`src/rtl/spi_cmd_ctrl.sv`:
```
// spi_cmd_ctrl: command sequencer between an SPI slave byte interface and a
// 4-entry byte register file.
//
// Each chip-select frame works like this:
//   - The first byte is a command: bit7 = write, bits[6:2] must be zero,
//     bits[1:0] = start address.
//   - The data bytes that follow stream into the register file (write), or
//     out of it (read). The address auto-increments and wraps 3->0.
//
// Ports
//   i_clk       system clock
//   i_sys_rst   synchronous active-low reset
//   i_cs        raw SPI chip-select pin (active low, asynchronous)
//   i_rx_byte   received byte, valid with i_rx_valid
//   i_rx_valid  one-cycle pulse per received byte
//   o_tx_byte   byte for the SPI slave to shift out next
//   o_tx_load   one-cycle strobe telling the slave to latch o_tx_byte
//   o_led       reg0[3:0]
//   o_err_cnt   saturating count of malformed command bytes
//   o_busy      high while a frame is active
module spi_cmd_ctrl #(
    parameter logic [7:0] ID_VAL  = 8'hA5,
    parameter logic [7:0] ERR_SAT = 8'hFF
) (
    input  logic       i_clk,
    input  logic       i_sys_rst,
    input  logic       i_cs,
    input  logic [7:0] i_rx_byte,
    input  logic       i_rx_valid,
    output logic [7:0] o_tx_byte,
    output logic       o_tx_load,
    output logic [3:0] o_led,
    output logic [7:0] o_err_cnt,
    output logic       o_busy
);

    typedef enum logic [2:0] {IDLE, CMD, WRITE, READ, DISCARD} state_t;

    state_t          state_q, state_d;
    logic [1:0]      addr_q, addr_d;
    logic [2:0][7:0] regs_q, regs_d;
    logic [7:0]      err_q, err_d;
    logic [7:0]      txb_q, txb_d;
    logic            txl_q, txl_d;

    // The CS synchronizer and edge-detect flops reset to 0 ("selected").
    // If i_cs is still low when reset releases, no falling edge is seen,
    // so a frame that was cut by reset is not re-entered. If i_cs is high,
    // a rising edge is seen while in IDLE, which does nothing.
    logic cs_meta_q, cs_s_q, cs_prev_q;
    logic frame_start, frame_end;

    assign frame_start = cs_prev_q & ~cs_s_q;
    assign frame_end   = ~cs_prev_q & cs_s_q;

    // Read mux: reg3 is the fixed ID value.
    function automatic logic [7:0] rd_reg(input logic [2:0][7:0] r,
                                          input logic [1:0] a);
        return (a == 2'd3) ? ID_VAL : r[a];
    endfunction

    always_ff @(posedge i_clk) begin
        if (!i_sys_rst) begin
            cs_meta_q <= 1'b0;
            cs_s_q    <= 1'b0;
            cs_prev_q <= 1'b0;
            state_q   <= IDLE;
            addr_q    <= '0;
            regs_q    <= '0;
            err_q     <= '0;
            txb_q     <= '0;
            txl_q     <= 1'b0;
        end else begin
            cs_meta_q <= i_cs;
            cs_s_q    <= cs_meta_q;
            cs_prev_q <= cs_s_q;
            state_q   <= state_d;
            addr_q    <= addr_d;
            regs_q    <= regs_d;
            err_q     <= err_d;
            txb_q     <= txb_d;
            txl_q     <= txl_d;
        end
    end

    always_comb begin
        state_d = state_q;
        addr_d  = addr_q;
        regs_d  = regs_q;
        err_d   = err_q;
        txb_d   = txb_q;
        txl_d   = 1'b0;

        // Frame end has priority over everything, including a byte that
        // arrives in the same cycle; that byte is dropped.
        if (frame_end) begin
            state_d = IDLE;
            addr_d  = '0;
        end else begin
            unique case (state_q)
                IDLE: begin
                    if (frame_start) begin
                        state_d = CMD;
                        txb_d   = 8'h00;
                        txl_d   = 1'b1;
                    end
                end
                CMD: begin
                    if (i_rx_valid) begin
                        if (|i_rx_byte[6:2]) begin
                            if (err_q != ERR_SAT) err_d = err_q + 8'd1;
                            state_d = DISCARD;
                        end else if (i_rx_byte[7]) begin
                            addr_d  = i_rx_byte[1:0];
                            state_d = WRITE;
                        end else begin
                            txb_d   = rd_reg(regs_q, i_rx_byte[1:0]);
                            txl_d   = 1'b1;
                            addr_d  = i_rx_byte[1:0] + 2'd1;
                            state_d = READ;
                        end
                    end
                end
                WRITE: begin
                    if (i_rx_valid) begin
                        // Writes to the ID slot are dropped.
                        if (addr_q != 2'd3) regs_d[addr_q] = i_rx_byte;
                        addr_d = addr_q + 2'd1;
                    end
                end
                READ: begin
                    // The received byte is a dummy; it only paces the read.
                    if (i_rx_valid) begin
                        txb_d  = rd_reg(regs_q, addr_q);
                        txl_d  = 1'b1;
                        addr_d = addr_q + 2'd1;
                    end
                end
                DISCARD: ;
                default: state_d = IDLE;
            endcase
        end
    end

    assign o_tx_byte = txb_q;
    assign o_tx_load = txl_q;
    assign o_led     = regs_q[0][3:0];
    assign o_err_cnt = err_q;
    assign o_busy    = (state_q != IDLE);

endmodule

```
`config.mk`:
```
export PLATFORM = sky130hd
export DESIGN_NAME = spi_cmd_ctrl
export DESIGN_NICKNAME = d
export VERILOG_FILES = /design/src/rtl/spi_cmd_ctrl.sv
export SDC_FILE = /design/constraint.sdc
export NUM_CORES = 1
export LEC_CHECK = 0
export ABC_AREA = 1
export CORE_MARGIN = 3
export CORE_UTILIZATION = 53
export DETAILED_ROUTE_END_ITERATION = 6
export PLACE_DENSITY_LB_ADDON = 0.05
export RECOVER_POWER = 100
export SETUP_SLACK_MARGIN = 0.3
export SLEW_MARGIN = 40
export SYNTH_ARGS = -nofsm -noshare
export SYNTH_HDL_FRONTEND = slang
export SYNTH_SLANG_ARGS = --single-unit
```
`constraint.sdc`:
```
create_clock -name i_clk -period 2 [get_ports i_clk]
set_input_delay 0.4 -clock i_clk [delete_from_list [all_inputs] [get_ports i_clk]]
set_output_delay 0.4 -clock i_clk [all_outputs]
set_load 0.005 [all_outputs]
```
Word level (Yosys, flattened, before mapping)
Index checks and enable logic that the tools add are counted.
- logic and storage cells: 83
- register bits after elaboration: 49
- latch bits: 0
- memory bits (writable): 0
- memories kept: 0
- bits in read-only memories: 0
- output and inout port bits: 22
- input bits: 12
- div/mod/pow operators: 0
- reduce and logical (&&, ||, !) cells: 14
- multiplexer cells: 31
- shifts and indexed selects: 0
- $lt $le $gt $ge: 3
- bitwise operators: 7
- multiply operators: 0
- add/subtract/negate cells: 3
- equal/unequal tests: 14
- operators by type and width (cell ; count):
    $mux W8 ; 10
    $bmux W8 S2 ; 2
    $bwmux W24 ; 1
    $pmux W8 S3 ; 1
    $demux W8 S2 ; 1
    $ne A2 B2 Y1 const B ; 6
    $mux W3 ; 3
    $pmux W3 S3 ; 1
    $add A8 B1 Y8 const B ; 1
    $mux W2 ; 4
    $ne A8 B8 Y1 const B ; 1
    $reduce_and A4 Y1 ; 2
    $reduce_and A7 Y1 ; 1
    $eq A3 B2 Y1 const B ; 2
    $lt A2 B3 Y1 const B ; 2
    $mux W1 ; 6
    $reduce_bool A3 Y1 ; 2
    $not A1 Y1 ; 5
    $reduce_and A5 Y1 ; 1
    $reduce_or A5 Y1 ; 1
    $add A2 B1 Y2 const B ; 2
    $eq A2 B2 Y1 const B ; 2
    $pmux W2 S2 ; 1
    $reduce_or A2 Y1 ; 2
    11 further kinds ; 12

Depth between registers and ports, before layout
Gate-level depths: netlist of the first run.
- depth after elaboration: 7
- gate-level depth with buffers: 10
- depth with buffers taken out: 10

Worst setup path before layout of the first run
No wires, ideal clock.
- path kind: reg-to-reg
- from: register err_q[0], in the netlist o_err_cnt[0]
- to: register err_q[2], in the netlist o_err_cnt[2]
- stages on the path, launching flop included: 7
- slack: 512 ps
- buffers on the path: 0
- arrival: 1417 ps
- library setup time: 70 ps
- cell sequence: dfxtp_1 -> ha_1 -> nand3_1 -> nor3_1 -> nand3b_2 -> nand2_1 -> a21oi_1
- cells in the longest elaborated chain, start to end: 2
- ends and longest elaborated chain (what ; RTL line ; RTL):
    from (decl) ; 42 ; logic [7:0] err_q, err_d;
    from (signal assigned) ; 80 ; err_q <= err_d;
    parallel branches: the longest is 2 deep, another holds $add A8 B1 Y8 ; -- ;
Parallel ways; which one is timed is not known.
A chain may end at the register's enable or synchronous reset.

Final worst setup path of the first run
- from: input i_rx_valid
- to: register regs_q[19] (netlist bit)
- cells in the longest elaborated chain, start to end: 1
- ends and longest elaborated chain (what ; RTL line ; RTL):
    from (decl) ; 29 ; input logic i_rx_valid,
    $reduce_and A4 Y1 (no line) ; -- ;
    to (signal assigned) ; 79 ; regs_q <= regs_d;
    to (decl) ; 41 ; logic [2:0][7:0] regs_q, regs_d;
No other way between the ends.

==> flow_summary.toml, run 1 <==
[sta]
tns_ns = 0
period_share_pct = 87.5
hold_violations = 0
slew_violations = 0
setup_viol = 0
finalClockSkew_ns = 0.00605
fmax_mhz = 572
grt_setup_unrepaired = "false"
slew_headroom_pct = 65.0
worst_slew_pin_slew_ns = 0.525
whs_ns = 0.424
fin_crit_ns = 1.75

[pwr]
powerDensity_nw_per_um2 = 629
ir_drop_mv = 0.527
power.leakage_uw = 0.00165

[grt]
grt_usage_pct = 23.9
antenna_found_initial = 0
grt_pass1_vias = 2523
grt_first_pass_wirelength_um = 11700
grt_max_degree = 31
grt-ovfl-total = 0

[clock_tree]
root_buffer = "clkbuf_8"
cts_tree = "yes"
cts_num_sinks = 49
clk_pin_slew_ns = 0.09
cts_inserted_buffers = 5
clkLatencyLatePin_ns = 0.30
clk_path_buf_depth = 2
htreeDepth = 2

[worst_setup_path]
cp_data_arrival_time_ns = 1.99
timing.rr.end = "o_err_cnt[6]"
worst-setup-path-type = "in -> reg"
rrSetupSlack_ns = 0.41
worstPathMaxFanout = 7
cp_common_cell = "nor2_1"
crit_slowest_cell = "dlygate4sd3_1"
worst_setup_path_start_kind = "primary input"
critPathMaxStageDelay_ns = 0.55
crit_path_start = "i_rx_valid"
cp.required_ns = 2.24
reg2reg_from = "o_err_cnt[0]"
cp-end-kind = "flop"
cp_cell_sequence = "dlygate4sd3_1, inv_1, nor2_1, nand4_4, nor2_4, buf_4, o21ai_0, nor2_1"
crit_path_end = "regs_q[19]"
worst-path-buf-inv = 3
cp.depth = 8
reg2reg_depth = 6
cp_top_family = "buffers and inverters"

[yosys]
ys_seq_elements = 49
synthAdderAreaFrac_pct = 2.78
synth_top_family_by_area = "simple AND/OR/NAND/NOR gates"
synth_compound_area_share_pct = 12.6
synth.distinct_cells = 28
ys.flop_type = "dfxtp_1"
synth_area_sq_um = 2700
syn_inst = 416
synth_seq_area_share_pct = 36.4
yosys_warnings = 0
syn_area_per_cell_sq_um = 6.48
synth_xor_area_share_pct = 1.95
synth_edf_count = 0
synthSimpleGateAreaFrac_pct = 38.3
synthArstFlopShare_pct = 0
synth_mux_area_share_pct = 0.371
synth_fp_nets = 434

[routing]
via_per_inst = 5.13
routed-via-count = 2786
wire_per_inst_um = 13.0
drt.antenna.violating_nets = 0
drc_errors = 0
routed_wl_um = 7070
drtPass1Iterations = 6
drt_iter0_drc = 144

[die]
core-area_sq_um = 4820
die-height_um = 77.3
rows = 25
io_pins = 34
dieArea_sq_um = 5980
start_util_pct = 56.0
die_w_um = 77.3

[placed_design]
dpl.hpwl_um = 5240
routabilityCongestion = 0.901
portBuffers = 33
placed_area_sq_um = 3230

[final_layout]
finalInstanceArea_sq_um = 3430
nNetsFinal = 493
syn_to_final_growth_pct = 27.2
insertedDiodeCount = 0
num-fill-cells = 454
final_layout_size_suffix_gt1_share_pct = 13.9

[outcome]
run_status = "finished, final reports clean"

[min_path]
min_path_type = "reg -> reg"

[flow_run]
cap_violations = 0
## kinds of logic (layout without fill, tap and decap cells)
group,Yosys count,in the layout
XOR/XNOR,6,6
flip-flops,49,49
buffers and inverters,51,111
multiplexers,1,1
AND/OR/NAND/NOR,238,238
AO/OA/AOI/OAI,65,65
adder cells (fa/ha/maj),6,6
## per-layer routing
layer / vias up / GRT usage [%] / share of wire [%]
li1: 1434 / - / -
met1: 1239 / 31.9 / 46
met2: 101 / 40.8 / 47
met3: 12 / 4.29 / 5.6
met4: 0 / 4.45 / 1.3
met5: - / 0 / 0
## state kept, by name (all words and copies together) (netlist names)
register / count
regs_q: 20
o_err_cnt: 8
o_tx_byte: 8
o_led: 4
state_q: 3
addr_q: 2
cs_meta_q: 1
cs_prev_q: 1
cs_s_q: 1
o_tx_load: 1
## worst register-to-register path, stage by stage, from the launching register on
cell,delay [ns]
dfxtp_1,0.40
ha_1,0.24
nand3_1,0.15
nor3_2,0.24
nand3b_2,0.26
nand2_1,0.08
a21oi_1,0.14
## placed cells by master (no fill, tap or decap), drive strengths merged, types with 2 or more instances in the layout
| cell type | n |
|---|---|
| clkbuf | 7 |
| xnor2 | 3 |
| nand4 | 3 |
| nand2 | 116 |
| nor3 | 6 |
| nor2 | 89 |
| inv | 41 |
| dlygate4sd3 | 19 |
| dfxtp | 49 |
| buf | 27 |
| clkdlybuf4s50 | 11 |
| dlymetal6s2s | 2 |
| ha | 6 |
| o21ai | 45 |
| nand3 | 23 |
| bufinv | 2 |
| o211ai | 3 |
| xor2 | 3 |
| a21oi | 16 |
## synthesized netlist by cell type, drive strengths merged (5+ instances only)
library cell	count	share of area (%)
inv	40	5.6
o21ai	45	8.5
nor2	89	14
clkbuf	5	0.70
nand2	116	17
nor3	6	1.1
a21oi	16	3.0
buf	5	1.3
nand3	23	4.3
ha	6	2.8
dfxtp	49	36
## stage by stage
| stage | util [%] | cells | total power [uW] | setup WS [ns] |
|---|---|---|---|---|
| finish | 71.2 | 543 | 2160 | 0.251 |
| global route | 71.2 | 543 | 2250 | 0.155 |
| CTS | 70.8 | 540 | 2180 | 0.320 |
| detailed placement | 67.1 | 529 | 1340 | -0.0202 |
| global placement | 67.1 | 529 | 1330 | 0.0425 |
| floorplan | - | 416 | 1210 | 0.512 |
## power by group
part | leakage (uW) | switching, uW | internal [uW]
clock | 0.0000687 | 337 | 503
sequential | 0.000398 | 10.7 | 989
combinational | 0.00119 | 190 | 127
## final cells by class
type,instances,area [sq um],share of cell area [%]
multi-input cells,316,1520,44.3
flip-flops and latches,49,992,28.9
repair buffers,62,546,15.9
inverters,41,154,4.48
well taps,67,83.8,2.44
clock buffers,5,68.8,2.01
clock inverters,3,68.8,2.01
## repair_timing
item | CTS | global route
pin swaps | 0 | 3
gates resized for setup | 10 | 12
endpoints found under the setup margin | 4 | 38
hold endpoints to repair | 0 | 0
hold buffers | 0 | 0
setup buffers | 3 | 3
## worst min path at each step
stage,from,end,slack (ns),depth (start not counted)
2_1_floorplan,cs_meta_q,cs_s_q,0.39,2
3_3_place_gp,cs_meta_q,cs_s_q,0.41,2
3_5_place_dp,cs_meta_q,cs_s_q,0.40,2
4_1_cts,cs_meta_q,cs_s_q,0.43,2
5_1_grt,cs_meta_q,cs_s_q,0.46,2
6_report,cs_meta_q,cs_s_q,0.42,2
(Power assumes the default switching activity.)
==> run 2: changes to the inputs <==
--- a/config.mk
+++ b/config.mk
@@ -7,7 +7,7 @@
 export LEC_CHECK = 0
 export ABC_AREA = 1
 export CORE_MARGIN = 3
-export CORE_UTILIZATION = 53
+export CORE_UTILIZATION = 25
 export DETAILED_ROUTE_END_ITERATION = 6
 export PLACE_DENSITY_LB_ADDON = 0.05
 export RECOVER_POWER = 100
==> run 2 against run 1 <==
Compared with the run above:
- utilization decreased by 37 points
- global-route usage decreased by 9.8 points
- clock skew decreased by 0.00098 ns
- setup slack improved by 0.013 ns
- maximum frequency increased by 0.78%
- flip-flop and latch count unchanged
- die area increased by 100%
- clock power decreased by 11%
- combinational power increased by 8.2%
- count of clock-buffer cells in the layout increased by 1
- sequential share of layout area decreased by 1.3 points
- first-iteration DRC count decreased by 31%
- critical endpoint is now regs_q[13]
- highest routed layer unchanged
==> flow_summary.toml, run 2 (synthesis gave the netlist of run 1 again) <==
[pwr]
ir_drop_mv = 0.239
powerDensity_nw_per_um2 = 583
fin_total_pwr_uw = 2100
power.leakage_uw = 0.00171

[routing]
routed_wl_um = 8140
wire_per_inst_um = 13.1
drtPass1Iterations = 4
drc_errors = 0
routed-via-count = 2730
drt.antenna.violating_nets = 0
drt_iter0_drc = 100
via_per_inst = 4.40

[clock_tree]
clkLatencyLatePin_ns = 0.30
root_buffer = "clkbuf_8"
hold_buffers = 0
cts_inserted_buffers = 5
clk_pin_slew_ns = 0.09
clk_path_buf_depth = 2
cts_tree = "yes"
htreeDepth = 2
cts_num_sinks = 49

[final_layout]
regArea_sq_um = 995
finalInstanceArea_sq_um = 3600
insertedDiodeCount = 0
final_layout_size_suffix_gt1_share_pct = 17.7
layout_commonest_cell = "nand2_1"
top_register = "regs_q"
syn_to_final_growth_pct = 33.6
num-fill-cells = 1195
largest_reg_flops = 20
final_cell_mix = "nand2_1 (108), nor2_1 (79), o21ai_0 (40), dfxtp_1 (40), buf_4 (35)"
multi_input_area_sq_um = 1540
fin_util_pct = 34.6
nNetsFinal = 502
fin_cells = 621

[worst_setup_path]
worst_setup_path_start_kind = "primary input"
crit_path_end = "regs_q[13]"
critPathMaxStageDelay_ns = 0.57
timing.rr.end = "o_err_cnt[6]"
cp_top_family = "buffers and inverters"
crit_slowest_cell = "dlygate4sd3_1"
reg2reg_from = "state_q[0]"
reg2reg_depth = 9
crit_path_start = "i_rx_valid"
worstPathMaxFanout = 5
cp.required_ns = 2.24
cp_common_cell = "nor2_1"
cp_cell_sequence = "dlygate4sd3_1, inv_2, nor2_4, nand4_4, nor2_1, buf_4, o21ai_0, nor2_1"
cp_data_arrival_time_ns = 1.97
cp-end-kind = "flop"
worst-setup-path-type = "in -> reg"
worst-path-buf-inv = 3
rrSetupSlack_ns = 0.32
cp.depth = 8

[sta]
period_share_pct = 86.8
finalClockSkew_ns = 0.00506
slew_violations = 0
slew_headroom_pct = 62.8
setup_ws_ns = 0.264
grt_setup_unrepaired = "true"
worst_slew_pin_slew_ns = 0.557
fin_crit_ns = 1.74
fmax_mhz = 576
hold_violations = 0
setup_viol = 0

[grt]
grt_first_pass_wirelength_um = 13500
grt_pass1_vias = 2690
grt_max_degree = 31
grt_usage_pct = 14.1
grt-ovfl-total = 0
antenna_found_initial = 0

[die]
die-height_um = 110
io_pins = 34
dieArea_sq_um = 12100
start_util_pct = 25.9
die_w_um = 110
core-area_sq_um = 10400
rows = 37

[placed_design]
dpl.hpwl_um = 6400
routabilityCongestion = 0.873
placed_area_sq_um = 3380
dpl_worst_slack_ns = -0.0890
portBuffers = 33
placed_cells = 606

[outcome]
run_status = "finished, final reports clean"

[flow_run]
cap_violations = 0

[min_path]
min_path_type = "reg -> reg"
## run 2: changes by cell type in the layout (fill, tap and decap cells not counted), moves of 6 or more
cell,before,now
buf_4,27,35
dfxtp_2,0,8
clkdlybuf4s50_1,11,23
dlygate4sd3_1,19,7
dfxtp_1,46,40
## run 2: tightest hold or removal path, cell delays in order, from the launching register on
cell and delay [ns]:
dfxtp_1 0.32, nand2_1 0.05, inv_1 0.03
## run 2: metal layers
metal | global-route usage [%] | routed length [um]
met2 | 24.5 | 3970
met5 | 0 | 0
met4 | 2.94 | 59
met3 | 2.29 | 277
met1 | 18.5 | 3840
## run 2: how the worst min path moves through the flow
stage	start	end	slack [ns]	depth (start not counted)
after global routing	cs_s_q	cs_prev_q	0.47	2
final	cs_s_q	cs_prev_q	0.44	2
after global placement	cs_s_q	cs_prev_q	0.42	2
after detailed placement	cs_s_q	cs_prev_q	0.43	2
after floorplan	cs_meta_q	cs_s_q	0.39	2
after CTS	cs_s_q	cs_prev_q	0.44	2
## run 2: area by class of cell
class	count	area share [%]
Clock buffer	6	2.29
Clock inverter	2	1.04
Inverter	41	4.34
Multi-Input combinational cell	316	42.8
Sequential cell	49	27.6
Tap cell	136	4.72
Timing Repair Buffer	71	17.2
## run 2: power breakdown
group | internal, uW | switching [uW]
logic | 148 | 195
registers | 990 | 18.6
clock network | 407 | 342
total | 1550 | 555
## run 2: what timing repair did
action	CTS	global route
gates resized for setup	8	22
endpoints found under the setup margin	18	47
pin swaps	1	5
cloned	0	0
buffers inserted	2	5
## run 2: metrics by stage
step | hold slack [ns] | TNS [ns]
floorplan | 0.390 | 0
global placement | 0.421 | -0.665
detailed placement | 0.433 | -0.646
CTS | 0.442 | 0
global route | 0.466 | 0
finish | 0.437 | 0
